**config.mk**
```make
export PLATFORM = sky130hd
export DESIGN_NAME = mem_port_arbiter
export DESIGN_NICKNAME = d
export VERILOG_FILES = /design/src/rtl/mem_port_arbiter_pkg.sv /design/src/rtl/mem_port_arbiter_counters.sv /design/src/rtl/mem_port_arbiter.sv
export SDC_FILE = /design/constraint.sdc
export NUM_CORES = 1
export LEC_CHECK = 0
export CORE_MARGIN = 4
export CORE_UTILIZATION = 40
export CTS_CLUSTER_DIAMETER = 150
export DETAILED_ROUTE_END_ITERATION = 10
export HOLD_SLACK_MARGIN = 0.12
export PLACE_DENSITY_LB_ADDON = 0.08
export RECOVER_POWER = 25
export SYNTH_ARGS = -nofsm -noshare
export SYNTH_HDL_FRONTEND = slang
export SYNTH_SLANG_ARGS = --single-unit
```
**constraint.sdc**
```tcl
create_clock -name clk -period 3.02 [get_ports clk]
set_clock_uncertainty 0.15 [all_clocks]
set_input_delay 0.604 -clock clk [delete_from_list [all_inputs] [get_ports clk]]
set_output_delay 0.604 -clock clk [all_outputs]
set_load 0.005 [all_outputs]
```
**src/rtl/mem_port_arbiter_pkg.sv**
```systemverilog
// Shared definitions for the fetch/data memory-port arbiter: FSM encoding and
// default timeout / starvation limits.
package mem_port_arbiter_pkg;

  localparam int unsigned TIMEOUT_DEF    = 255;
  localparam int unsigned STARVE_MAX_DEF = 4;

  typedef enum logic [1:0] {
    ST_IDLE  = 2'd0,
    ST_IBUSY = 2'd1,
    ST_DBUSY = 2'd2
  } arb_state_e;

endpackage

```
**src/rtl/mem_port_arbiter_counters.sv**
```systemverilog
// Starvation counter (data grants while a fetch waits) and busy-cycle counter
// for timeout detection; both are cleared/updated on grants from the arbiter FSM.
module arb_counters
  import mem_port_arbiter_pkg::*;
#(
  parameter int unsigned TIMEOUT    = TIMEOUT_DEF,
  parameter int unsigned STARVE_MAX = STARVE_MAX_DEF
) (
  input  logic clk,
  input  logic rst,
  input  logic data_grant,
  input  logic fetch_grant,
  input  logic fetch_waiting,
  input  logic busy,
  input  logic ack,
  output logic starve_full,
  output logic timeout_hit
);

  localparam logic [3:0] STARVE_LIM = 4'(STARVE_MAX);
  localparam logic [7:0] BUSY_LIM   = 8'(TIMEOUT);

  logic [3:0] starve_cnt;
  logic [7:0] busy_cnt;

  always_ff @(posedge clk or negedge rst) begin
    if (!rst) begin
      starve_cnt <= '0;
    end else if (fetch_grant) begin
      starve_cnt <= '0;
    end else if (data_grant) begin
      if (!fetch_waiting)
        starve_cnt <= '0;
      else if (starve_cnt != STARVE_LIM)
        starve_cnt <= starve_cnt + 4'd1;
    end
  end

  // Held at the limit so an aborting transaction never wraps the count.
  always_ff @(posedge clk or negedge rst) begin
    if (!rst) begin
      busy_cnt <= '0;
    end else if (data_grant || fetch_grant) begin
      busy_cnt <= '0;
    end else if (busy && !ack && busy_cnt != BUSY_LIM) begin
      busy_cnt <= busy_cnt + 8'd1;
    end
  end

  assign starve_full = (starve_cnt == STARVE_LIM);
  assign timeout_hit = busy && !ack && (busy_cnt == BUSY_LIM);

endmodule

```
**src/rtl/mem_port_arbiter.sv**
```systemverilog
// Arbitrates fetch and load/store requests onto one memory port; grant to memory
// request in one cycle, Ready one cycle after ack. Requesters stall while held.
module mem_port_arbiter
  import mem_port_arbiter_pkg::*;
#(
  parameter int unsigned DATA_W     = 32,
  parameter int unsigned TIMEOUT    = TIMEOUT_DEF,
  parameter int unsigned STARVE_MAX = STARVE_MAX_DEF
) (
  input  logic              clk,
  input  logic              rst,
  input  logic              IReqi,
  input  logic [DATA_W-1:0] IAddri,
  output logic [DATA_W-1:0] IRdatao,
  output logic              IReadyo,
  input  logic              DReqi,
  input  logic              DWei,
  input  logic [DATA_W-1:0] DAddri,
  input  logic [DATA_W-1:0] DWdatai,
  output logic [DATA_W-1:0] DRdatao,
  output logic              DReadyo,
  output logic              MemReqo,
  output logic              MemWeo,
  output logic [DATA_W-1:0] MemAddro,
  output logic [DATA_W-1:0] MemWdatao,
  input  logic [DATA_W-1:0] MemRdatai,
  input  logic              MemAcki,
  output logic              IStallo,
  output logic              DStallo,
  output logic              ErrTimeouto
);

  arb_state_e state, state_nxt;
  logic grant_i, grant_d;
  logic starve_full, timeout_hit;
  logic busy, done;

  assign busy = (state != ST_IDLE);
  assign done = busy && (MemAcki || timeout_hit);

  arb_counters #(
    .TIMEOUT    (TIMEOUT),
    .STARVE_MAX (STARVE_MAX)
  ) u_counters (
    .clk           (clk),
    .rst           (rst),
    .data_grant    (grant_d),
    .fetch_grant   (grant_i),
    .fetch_waiting (IReqi),
    .busy          (busy),
    .ack           (MemAcki),
    .starve_full   (starve_full),
    .timeout_hit   (timeout_hit)
  );

  // A Ready pulse blocks arbitration so the still-held request is not re-granted.
  always_comb begin
    state_nxt = state;
    grant_i   = 1'b0;
    grant_d   = 1'b0;
    case (state)
      ST_IDLE: begin
        if (!(IReadyo || DReadyo)) begin
          if (DReqi && !(IReqi && starve_full)) begin
            grant_d   = 1'b1;
            state_nxt = ST_DBUSY;
          end else if (IReqi) begin
            grant_i   = 1'b1;
            state_nxt = ST_IBUSY;
          end
        end
      end
      ST_IBUSY, ST_DBUSY: begin
        if (done)
          state_nxt = ST_IDLE;
      end
      default: state_nxt = ST_IDLE;
    endcase
  end

  always_ff @(posedge clk or negedge rst) begin
    if (!rst)
      state <= ST_IDLE;
    else
      state <= state_nxt;
  end

  always_ff @(posedge clk or negedge rst) begin
    if (!rst) begin
      MemReqo   <= 1'b0;
      MemWeo    <= 1'b0;
      MemAddro  <= '0;
      MemWdatao <= '0;
    end else begin
      MemReqo <= (state_nxt != ST_IDLE);
      if (grant_d) begin
        MemAddro  <= DAddri;
        MemWdatao <= DWdatai;
        MemWeo    <= DWei;
      end else if (grant_i) begin
        MemAddro  <= IAddri;
        MemWdatao <= '0;
        MemWeo    <= 1'b0;
      end else if (done) begin
        MemWeo    <= 1'b0;
      end
    end
  end

  // MemWeo still reflects the owning transaction's store flag while in DBUSY.
  always_ff @(posedge clk or negedge rst) begin
    if (!rst) begin
      IReadyo     <= 1'b0;
      DReadyo     <= 1'b0;
      IRdatao     <= '0;
      DRdatao     <= '0;
      ErrTimeouto <= 1'b0;
    end else begin
      IReadyo <= done && (state == ST_IBUSY);
      DReadyo <= done && (state == ST_DBUSY);
      if (state == ST_IBUSY && MemAcki)
        IRdatao <= MemRdatai;
      else if (state == ST_IBUSY && timeout_hit)
        IRdatao <= '0;
      if (state == ST_DBUSY && MemAcki && !MemWeo)
        DRdatao <= MemRdatai;
      else if (state == ST_DBUSY && timeout_hit)
        DRdatao <= '0;
      if (timeout_hit)
        ErrTimeouto <= 1'b1;
    end
  end

  assign IStallo = rst && IReqi && !IReadyo;
  assign DStallo = rst && DReqi && !DReadyo;

endmodule
```
---- After elaboration in Yosys (flattened, before gate mapping) ----
Cells that the tools add are included.
Widths: inputs -> output; s select.
storage, ports and cells
  register bits after elaboration ......... 147
  bits in latches ......................... 0
  RAM bits ................................ 0
  memory bits (read-only) ................. 0
  input bits .............................. 134
  logic and storage cells ................. 85
  memories ................................ 0
cells by class
  add/subtract/negate cells ............... 2
  $mul .................................... 0
  div/mod/pow operators ................... 0
  $lt $le $gt $ge ......................... 0
  eq/ne operators ......................... 7
  shift operators ......................... 0
  mux-type cells .......................... 29
  bitwise gates (word level) .............. 0
  reductions and logical operators ........ 35
operators with widths
  cell                 count
  $mux 32              8
  $logic_and 1x1->1    17
  $mux 4               4
  $mux 8               2
  $reduce_bool 2->1    6
  $mux 1               10
  $add 8x1->8 const B  1
  $eq 8x8->1 const B   1
  $mux 2               4
  $ne 8x8->1 const B   1
  $logic_not 1->1      5
  $add 4x1->4 const B  1
  $eq 4x3->1 const B   1
  $ne 4x3->1 const B   1
  $pmux 2 s2           1
  $logic_or 1x1->1     3
  $ne 3x1->1 const B   1
  $reduce_bool 3->1    1
  $eq 2x1->1 const B   1
  $eq 2x2->1 const B   1
  $logic_not 2->1      1
  $reduce_and 2->1     1
  $reduce_or 2->1      1

---- Logic depth before layout (Yosys ltp) ----
  depth after elaboration ................. 9
  mapped depth ............................ 8

---- Hierarchy ----
A second synthesis with hierarchy kept.
unflattened totals
  cells, all modules ...................... 505
  area total of the unflattened synthesis .. 5957.0 µm²
by module, submodules not included
  module            instances  cells an instance  area each (µm²)  seq. area each (µm²)
  mem_port_arbiter  1          428                5227.5           3378.2
  arb_counters      1          77                 729.4            300.3

---- Worst setup path after synthesis ----
No wires, ideal clock.
  path type ............................... register -> register
  start point ............................. register state[0]
  end point ............................... register MemWeo
  arrival time ............................ 1.582 ns
  required time ........................... 2.749 ns
  path slack .............................. 1.166 ns
  stages on the path, launching flop included .. 7
  clock period less this slack ............ 1.854 ns
  cell sequence ........................... dfrtp_1 inv_1 ha_1 nor3b_4 o21ai_2 buf_2 a32o_1
on the way
  longest elaborated chain between the ends .. 6
  elaborated cells on any way between the ends .. 11
ends and longest elaborated chain
  what                                RTL line                         source
  start, declared                     mem_port_arbiter.sv:33           arb_state_e state, state_nxt;
  start signal, assigned              mem_port_arbiter.sv:85           state <= state_nxt;
  $reduce_bool 2->1                   mem_port_arbiter.sv:38           assign busy = (state != ST_IDLE);
  $logic_and 1x1->1 (2 in series)     mem_port_arbiter_counters.sv:51  assign timeout_hit = busy && !ack && (busy_cnt == BUSY_LIM);
  $logic_or 1x1->1                    mem_port_arbiter.sv:39           assign done = busy && (MemAcki || timeout_hit);
  $logic_and 1x1->1                   mem_port_arbiter.sv:39
  $reduce_bool 3->1 (no source line)  n/a
  end signal, assigned                mem_port_arbiter.sv:99           MemWeo <= DWei;
  end, declared                       mem_port_arbiter.sv:23           output logic MemWeo,
Several ways; a longest one is shown, not always the timed one.
A chain may end at the register's enable or synchronous reset.

---- Worst setup path in the final report ----
  start point ............................. input DReqi
  end point ............................... output DStallo
on the way
  longest elaborated chain between the ends .. 2
ends and longest elaborated chain
  what                             RTL line                 source
  start, declared                  mem_port_arbiter.sv:16   input logic DReqi,
  $logic_and 1x1->1 (2 in series)  mem_port_arbiter.sv:135  assign DStallo = rst && DReqi && !DReadyo;
  end, declared                    mem_port_arbiter.sv:29   output logic DStallo,
Every way passes these cells.

==> summary.txt <==
largest fanout on the critical path: 2
failing checks: max-capacitance violations, max-slew violations
DR pass1 iterations: 4
Final min period: 2.638 ns
Slew Limit Fails: 148
fin crit share: 0.8736
Critical Path AT: 1.88 ns
Post-Synthesis Cells: 469
most common cell after layout, fill and taps aside: clkdlybuf4s50_1
Worst slew margin: -0.3348
Final HPWL DP: 11940 um
Final Util: 0.6460
Die Span Y: 131.1 um
Post-CTS Setup Bufs: 0
Hold WS: 0.3318 ns
first-pass GRT wire length: 26330 um
Avg Cell Area, Syn: 12.92 sq um
FMAX: 379.0 MHz
via count: 4845
CTS Root Buffer Type: clkbuf_16
Post-synth EDFFs: 0
DRC Markers: 0
gr usage total: 0.1986
Async S/R FF share, synth: 1.000
Core Rows: 44
Hold-fix buffers, CTS: 0
FF-to-FF Start: state[0]
Syn Nets: 610
final worst slack: 0.3818 ns
Reg clk slew, reported paths: 0.06 ns
synth unique cells: 48
number of global-route vias before repair: 5068
area of the mapped netlist: 0.006058 sq mm
reg2reg path depth: 5
Die X: 131.1 um
antenna viol nets, final: 0
CTS sink count: 147
critical path launch point type: primary input
DP Area: 0.008856 sq mm
layout cells sized above 1: 0.07497
Worst VDD drop: 0.0004651 V
#FFs+latches synth: 147
Hold Crit Class: register to register
wirelength, routed: 16900 um
critical path endpoint category: primary output
Layout Nets: 875
crit path from: DReqi
FF-to-FF setup slack: 0.47 ns
Fin. Hold Viols: 0
Setup WS pre-CTS: 0.3104 ns
# IOs: 269
largest net degree at the start of global routing: 148
DR WL met2: 7903 um
met3 WL: 1501 um
final setup violation count: 0
Main synth FF type: dfrtp_1
register area share after synthesis: 0.6072
worst hold stages: 2
r2r endpoint: DRdatao[10]
die area: 0.01718 sq mm
RSZ-0062 raised after global routing: false
clock buffer depth: 2
M1 WL: 7205 um
post-cts resize count: 0
starting density of the core: 0.4122
drt wl/cell: 18.15 um
TNS Setup: 0 ns
CP required: 2.27 ns
cts bufs inserted: 17
post-route cell area: 0.009495 sq mm
initial antenna violation count: 1
CP Class: primary input to primary output
IO buf count: 268
vias per cell: 5.204
Worst setup endpoint: DStallo
status: finished with violations
CTS tree: yes
highest routed layer: met5
Yosys Warn Count: 0
Pwr per Cell Area: 1003 mW/mm^2
most frequent cells in the layout: clkdlybuf4s50_1 (267), dfrtp_1 (147), a22o_1 (96)
worst-margin pin slew: 2.002 ns
Clock Latency Late Sink: 0.41 ns
total grt overflow: 0
Core ar.: 0.01470 sq mm
Layout area overhead: 56.73%
Antenna diodes: 0
H-Tree Level Count: 4
DR iter-0 viols: 244
RePlAce Congestion: 0.7934
Max-Cap Viols: 1
leak pwr: 0.004299 uW
how the worst min path moves through the flow:
stage,start,endpoint
floorplan,rst,DRdatao[0]
global placement,ErrTimeouto,ErrTimeouto
detailed placement,MemAddro[19],MemAddro[19]
CTS,rst,MemAddro[16]
global route,MemAddro[3],MemAddro[3]
finish,MemAddro[5],MemAddro[5]
power by group:
| part | switching, uW | internal [uW] |
|---|---|---|
| registers | 518 | 2820 |
| logic | 1500 | 2360 |
| clock network | 814 | 1520 |
layout make-up:
cell class,instances,area (sq um)
inverters,10,37.54
flip-flops and latches,147,3679
clock inverters,11,198.9
multi-input cells,280,2113
well taps,184,230.2
fillers,1152,5204
repair buffers,278,2776
clock buffers,21,460.4
through the flow:
step	cells	power, uW
2_1_floorplan	469	5034
3_3_place_gp	899	7166
3_5_place_dp	899	7267
4_1_cts	931	9655
5_1_grt	931	10110
6_report	931	9527
flip-flops by register name, summed over array words and instances (netlist names):
name and count:
DRdatao 32, DReadyo 1, ErrTimeouto 1, IRdatao 32
IReadyo 1, MemAddro 32, MemReqo 1, MemWdatao 32
MemWeo 1, state 2, u_counters.busy_cnt 8, u_counters.starve_cnt 4
metal layers:
metal / up-vias / track usage
li1: 2265 / -
met1: 2362 / 0.2540
met2: 197 / 0.3112
met3: 19 / 0.08023
met4: 2 / 0.06110
met5: - / 0
cells by family after synthesis:
group                    Yosys count  synth area share
adder cells (fa/ha/maj)            7           0.01446
buffers and inverters             42           0.04523
multiplexers                      33           0.05452
AND/OR/NAND/NOR                   79           0.06981
XOR/XNOR                           6          0.008674
AO/OA/AOI/OAI                    155            0.2001
flip-flops                       147            0.6072
synth_stat cells (2+ instances only):
cell / count / area (sq um)
nand3_2: 2 / 20.02
buf_2: 7 / 35.03
o21ai_1: 28 / 140.1
o22ai_1: 2 / 12.51
a21oi_1: 4 / 20.02
nor2_1: 13 / 48.80
nand4b_1: 2 / 17.52
nor2_2: 2 / 12.51
o2111ai_1: 2 / 17.52
clkbuf_1: 12 / 45.04
o21ai_2: 3 / 26.28
a32o_1: 2 / 20.02
buf_12: 2 / 40.04
o211ai_1: 3 / 22.52
o21ai_0: 8 / 40.04
ha_1: 7 / 87.58
dfrtp_1: 147 / 3679
nand2_1: 42 / 157.7
inv_1: 9 / 33.78
nor3b_1: 3 / 22.52
mux2i_1: 33 / 330.3
buf_4: 3 / 22.52
and3_1: 3 / 18.77
a22o_1: 96 / 840.8
buf_6: 7 / 78.83
xor2_1: 5 / 43.79
critical path: stages:
cell and delay, ns:
clkdlybuf4s50_1 0.48, inv_1 0.06, nor3b_1 0.20, clkdlybuf4s50_1 0.54
(Power assumes the default switching activity.)
